===== config.mk =====
export PLATFORM = sky130hd
export DESIGN_NAME = serial_code_decoder_flat
export DESIGN_NICKNAME = d
export VERILOG_FILES = /design/src/rtl/serial_code_decoder_if.sv /design/src/rtl/serial_code_decoder.sv /design/src/flat_wrapper.sv
export SDC_FILE = /design/constraint.sdc
export NUM_CORES = 1
export LEC_CHECK = 0
export BUFFER_PORTS_ARGS = -buffer_cell sky130_fd_sc_hd__buf_2
export CAP_MARGIN = 20
export CORE_ASPECT_RATIO = 0.7
export CORE_MARGIN = 10
export CORE_UTILIZATION = 49
export CTS_CLUSTER_DIAMETER = 200
export DETAILED_ROUTE_END_ITERATION = 8
export GPL_TIMING_DRIVEN = 0
export PLACE_DENSITY = 0.73
export SYNTH_ARGS = -nofsm -noshare
export SYNTH_HDL_FRONTEND = slang
export SYNTH_SLANG_ARGS = --single-unit

===== constraint.sdc =====
create_clock -name clk -period 1.3 [get_ports clk]
set_input_delay 0.26 -clock clk [delete_from_list [all_inputs] [get_ports clk]]
set_output_delay 0.26 -clock clk [all_outputs]
set_load 0.02 [all_outputs]

===== src/rtl/serial_code_decoder_if.sv =====
// Bundles the serial input stream, the decoded output stream and the framing
// signals of serial_code_decoder.
interface serial_code_decoder_if;
  logic       start;
  logic       mode;
  logic       sin;
  logic       sin_valid;
  logic       sin_ready;
  logic [3:0] dout;
  logic       code_err;
  logic       dout_valid;
  logic       dout_ready;
  logic       busy;
  logic       stop;

  // Decoder side
  modport slave (
    input  start, mode, sin, sin_valid, dout_ready,
    output sin_ready, dout, code_err, dout_valid, busy, stop
  );

  // Stimulus / consumer side
  modport master (
    output start, mode, sin, sin_valid, dout_ready,
    input  sin_ready, dout, code_err, dout_valid, busy, stop
  );
endinterface


===== src/rtl/serial_code_decoder.sv =====
// Reassembles MSB-first serial Gray or Excess-3 nibbles, decodes each to binary
// and hands it out over valid/ready; frames of NIBBLES nibbles end with a stop pulse.
module serial_code_decoder #(
  parameter int unsigned NIBBLES   = 4,
  parameter bit          XS3_CHECK = 1'b1
) (
  input  logic                 clk,
  input  logic                 rst_n,
  serial_code_decoder_if.slave bus
);

  localparam int unsigned NCW = $clog2(NIBBLES) + 1;

  typedef enum logic [1:0] {IDLE, SHIFT, OUT, DONE} state_t;

  state_t           state, state_n;
  logic [3:0]       sreg, sreg_n;
  logic [1:0]       bit_cnt, bit_cnt_n;
  logic [NCW-1:0]   nib_cnt, nib_cnt_n;
  logic             mode_q, mode_n;
  logic [3:0]       dout_n;
  logic             err_n;
  logic             dv_n;

  // Decode a completed code nibble; returns {code_err, binary}
  function automatic logic [4:0] decode(input logic [3:0] c, input logic xs3);
    logic [3:0] b;
    logic       e;
    if (xs3) begin
      b = c - 4'd3;
      e = XS3_CHECK && ((c < 4'd3) || (c > 4'd12));
    end else begin
      b[3] = c[3];
      b[2] = b[3] ^ c[2];
      b[1] = b[2] ^ c[1];
      b[0] = b[1] ^ c[0];
      e    = 1'b0;
    end
    return {e, b};
  endfunction

  // Next-state and next-output logic
  always_comb begin
    state_n   = state;
    sreg_n    = sreg;
    bit_cnt_n = bit_cnt;
    nib_cnt_n = nib_cnt;
    mode_n    = mode_q;
    dout_n    = bus.dout;
    err_n     = bus.code_err;
    dv_n      = bus.dout_valid;
    unique case (state)
      IDLE: begin
        if (bus.start) begin
          mode_n    = bus.mode;
          bit_cnt_n = 2'd0;
          nib_cnt_n = '0;
          state_n   = SHIFT;
        end
      end
      SHIFT: begin
        if (bus.sin_valid && bus.sin_ready) begin
          sreg_n    = {sreg[2:0], bus.sin};
          bit_cnt_n = bit_cnt + 2'd1;
          if (bit_cnt == 2'd3) begin
            {err_n, dout_n} = decode({sreg[2:0], bus.sin}, mode_q);
            dv_n            = 1'b1;
            state_n         = OUT;
          end
        end
      end
      OUT: begin
        if (bus.dout_ready) begin
          dv_n = 1'b0;
          if (nib_cnt == NCW'(NIBBLES - 1)) begin
            state_n = DONE;
          end else begin
            nib_cnt_n = nib_cnt + NCW'(1);
            state_n   = SHIFT;
          end
        end
      end
      DONE: state_n = IDLE;
      default: state_n = IDLE;
    endcase
  end

  // State and output registers; status flags are registered from the next state
  always_ff @(posedge clk) begin
    if (!rst_n) begin
      state          <= IDLE;
      sreg           <= 4'd0;
      bit_cnt        <= 2'd0;
      nib_cnt        <= '0;
      mode_q         <= 1'b0;
      bus.dout       <= 4'd0;
      bus.code_err   <= 1'b0;
      bus.dout_valid <= 1'b0;
      bus.sin_ready  <= 1'b0;
      bus.busy       <= 1'b0;
      bus.stop       <= 1'b0;
    end else begin
      state          <= state_n;
      sreg           <= sreg_n;
      bit_cnt        <= bit_cnt_n;
      nib_cnt        <= nib_cnt_n;
      mode_q         <= mode_n;
      bus.dout       <= dout_n;
      bus.code_err   <= err_n;
      bus.dout_valid <= dv_n;
      bus.sin_ready  <= (state_n == SHIFT);
      bus.busy       <= (state_n != IDLE);
      bus.stop       <= (state_n == DONE);
    end
  end

endmodule


===== src/flat_wrapper.sv =====
// flat-port wrapper written by rule: the top's interface ports become plain ports
module serial_code_decoder_flat 
#(
  parameter int unsigned NIBBLES   = 4,
  parameter bit          XS3_CHECK = 1'b1
)
  (clk, rst_n, bus_start, bus_mode, bus_sin, bus_sin_valid, bus_dout_ready, bus_sin_ready, bus_dout, bus_code_err, bus_dout_valid, bus_busy, bus_stop);
  serial_code_decoder_if bus_i ();
  input  logic clk;
  input  logic rst_n;
  input wire logic [$bits(bus_i.start)-1:0] bus_start;
  input wire logic [$bits(bus_i.mode)-1:0] bus_mode;
  input wire logic [$bits(bus_i.sin)-1:0] bus_sin;
  input wire logic [$bits(bus_i.sin_valid)-1:0] bus_sin_valid;
  input wire logic [$bits(bus_i.dout_ready)-1:0] bus_dout_ready;
  output wire logic [$bits(bus_i.sin_ready)-1:0] bus_sin_ready;
  output wire logic [$bits(bus_i.dout)-1:0] bus_dout;
  output wire logic [$bits(bus_i.code_err)-1:0] bus_code_err;
  output wire logic [$bits(bus_i.dout_valid)-1:0] bus_dout_valid;
  output wire logic [$bits(bus_i.busy)-1:0] bus_busy;
  output wire logic [$bits(bus_i.stop)-1:0] bus_stop;
  assign bus_i.start = bus_start;
  assign bus_i.mode = bus_mode;
  assign bus_i.sin = bus_sin;
  assign bus_i.sin_valid = bus_sin_valid;
  assign bus_i.dout_ready = bus_dout_ready;
  assign bus_sin_ready = bus_i.sin_ready;
  assign bus_dout = bus_i.dout;
  assign bus_code_err = bus_i.code_err;
  assign bus_dout_valid = bus_i.dout_valid;
  assign bus_busy = bus_i.busy;
  assign bus_stop = bus_i.stop;
  serial_code_decoder #(.NIBBLES(NIBBLES), .XS3_CHECK(XS3_CHECK)) u_core (.clk(clk), .rst_n(rst_n), .bus(bus_i));
endmodule

==> reports/qor.txt <==
status: finished with violations
failing checks: setup timing
Core ar.: 1940 sq um
worst-path fanout max: 3
R2R depth: 4
DR pass1 iterations: 6
Die W: 74.9 microns
first-pass GRT wire length: 4.22 mm
Die Ht: 58.4 microns
full die area: 4380 sq um
reg2reg end: u_core.nib_cnt[0]
DRC Markers: 0
Via Count: 932
most used flip-flop cell after synthesis: dfxtp_1
Worst setup SP type: register
CP Class: register to register
area share of the largest cell type after synthesis: 38.7%
WHS: 0.235 ns
Max VDD drop: 0.000589 V
Final Hold Vio Count: 0
CP max-delay cell: or4_4
Slew Limit Fails: 0
DRT iter0 DRCs: 76
top post-synthesis cells by area: dfxtp_1 39%, ha_1 8.5%, a21oi_1 6.3%, nand2_1 4.4%, inv_1 3.3%
Combinational Power Share: 11.7%
Yosys cell types: 40
hold depth: 3
FMAX: 719 MHz
GR Util All Layers: 12.0%
register area share after synthesis: 38.7%
Synth Area in XOR/XNOR: 1.69%
final net count: 157
Num CTS Buffers: 3
clk buf depth: 2
post-synthesis cell area: 1030 sq um
CP endpoint kind: register
# IOs: 16
Reg-to-Reg Start: u_core.nib_cnt[1]
Area after DPL: 1180 sq um
DRT antenna net count: 0
clock sinks: 20
reg2reg setup slack: -0.09 ns
minimum clock period: 1.39 ns
critical path required time: 1.53 ns
num rows: 13
mux contribution to synthesized area: 0.969%
combinational family with the most area after synthesis: compound AO/OA/AOI/OAI gates
clk_lat worst skew: 0.30 ns
crit path buf inv count: 0
complex-gate fraction of the synthesized area: 23.7%
CTS tree: yes
Pwr Density: 767 nW/um^2
routed len/inst: 15.4 microns
slew margin rel.: 68.0%
slew of the pin with the lowest slew margin: 0.479 ns
Post-Layout Inst Area: 1370 sq um
Max Cap Violations: 0
I/O Buffers: 14
Synth Instances: 118
syn_nets: 132
clk root buf: clkbuf_4
Post-synth EDFFs: 0
WP data arrival: 1.62 ns
Final Core Density: 70.6%
Hold EP: u_core.sreg[0]
grt ovf: 0
Worst Skew: 0.00580 ns
leading area contributor after synthesis: dfxtp_1
Synth Register Bits: 20
cell internal pwr: 774 uW
simple-gate share of the synthesized area: 18.5%
Routed WL: 2.51 mm
worst path cell trace: ha_4 > ha_4 > or4_4 > o22ai_2
synth warn: 0
post-DP HPWL: 1.77 mm
vias in the first global route: 908
syn_area_per_cell: 8.76 sq um
Reg clk slew, reported paths: 0.11 ns
vias per cell: 5.72
setup_tns: -0.227 ns
pre-CTS WS: -0.101 ns
Static Leak: 0.000526 uW
Max stage delay on crit path: 0.51 ns
Placer Congestion: 0.806
cell family with most CP delay: simple AND/OR/NAND/NOR gates
switching portion of total power: 26.1%
Post-Synth Adder-Cell Area: 8.47%
unrepaired setup endpoints after global routing: true
final setup vio count: 3
min-delay src: bus_sin
Worst Slack Setup Final: -0.0900 ns
Initial Util: 53.4%
# H-tree levels: 1
initial antenna violation count: 0
Async SR Flop Fraction: 0%
type of the most critical hold path: primary input to register
Tcrit/Tclk final: 107%
clock share of power: 27.9%
largest net degree at the start of global routing: 11
share of layout cells above drive strength 1: 41.1%
Diodes inserted: 0
Flop pwr share: 60.4%
CP most frequent cell: ha_4
Psw: 274 uW
synth-to-layout area growth: 32.2%
## cell type report
| cell class | instances | area (sq um) |
|---|---|---|
| Clock buffer | 3 | 22.5 |
| Fill cell | 168 | 569 |
| Tap cell | 22 | 27.5 |
| Inverter | 11 | 43.8 |
| Sequential cell | 20 | 423 |
| Timing Repair Buffer | 20 | 115 |
| Multi-Input combinational cell | 80 | 679 |
| Buffer | 7 | 55.1 |
## tightest hold or removal path, stage by stage
cell and delay (ns):
buf_2 0.14, nand2_1 0.06, a21oi_1 0.05
## timing repair
| item | 4_1_cts | 5_1_grt |
|---|---|---|
| gates resized for setup | 13 | 19 |
| pin swaps | 1 | 6 |
| buffers inserted | 3 | 3 |
| hold buffers | 0 | 0 |
| setup endpoints to repair | 9 | 12 |
## synth_stat cells, types with 2 or more instances
cell        n
nand3_1     2
nand2_1    12
buf_4       2
o22ai_1     2
buf_2       3
inv_1       9
ha_1        7
o21ai_0     6
a311oi_1    2
nor2b_1     4
o21a_1      2
a21oi_1    13
dfxtp_1    20
clkbuf_1    2
nand2b_1    3
o211ai_1    2
o2111ai_1   3
or3b_1      2
## worst max path at each step
stage / startpoint / end / slack (ns) / depth (start not counted)
2_1_floorplan: u_core.nib_cnt[0] / u_core.nib_cnt[0] / -0.03 / 4
3_3_place_gp: u_core.nib_cnt[0] / u_core.nib_cnt[0] / -0.09 / 5
5_1_grt: u_core.nib_cnt[1] / u_core.nib_cnt[0] / -0.12 / 4
4_1_cts: u_core.nib_cnt[1] / u_core.nib_cnt[1] / -0.07 / 4
6_report: u_core.nib_cnt[1] / u_core.nib_cnt[0] / -0.09 / 4
3_5_place_dp: u_core.nib_cnt[0] / u_core.nib_cnt[1] / -0.10 / 5
## stage by stage
stage	cells	total power (uW)
floorplan	118	715
global placement	154	749
detailed placement	154	753
CTS	160	1040
global route	163	1090
finish	163	1050
## state kept, by name (all words and copies together) (netlist names)
name and flops:
u_core.bus.dout 4, u_core.nib_cnt 3, u_core.sreg 3, u_core.bit_cnt 2, u_core.state 2, u_core.bus.busy 1, u_core.bus.code_err 1, u_core.bus.dout_valid 1
u_core.bus.sin_ready 1, u_core.bus.stop 1, u_core.mode_q 1
## metal layers
metal  global-route usage (%)  wire (microns)  up-vias
met4                     2.15              30        0
met1                     16.2            1230      441
li1                         -               -      473
met2                     17.7            1100       14
met3                     4.69             145        4
met5                        0               0        -
## cells by family after synthesis
group	count (synthesis)
compound gates	37
simple gates	33
flops	20
buf+inv	18
fa+ha+maj	7
xor+xnor	2
mux	1
## layout by cell type, fill, tap and decap left out, types with 4 or more instances in the layout
master and n:
buf_2 16, a21oi_1 12, nand2_1 11, dfxtp_1 10, inv_1 8, buf_4 7
o21ai_0 6, dfxtp_2 6, nor2b_1 4, ha_1 4, dfxtp_4 4
## power by group through the flow
stage          sequential [uW]  combinational [uW]  clock, uW
2_1_floorplan              652                63.1          0
3_3_place_gp               648                 101          0
3_5_place_dp               648                 104          0
4_1_cts                    633                 110        301
5_1_grt                    635                 134        325
6_report                   633                 123        292
Note: power is estimated with default switching activity, not from simulation.
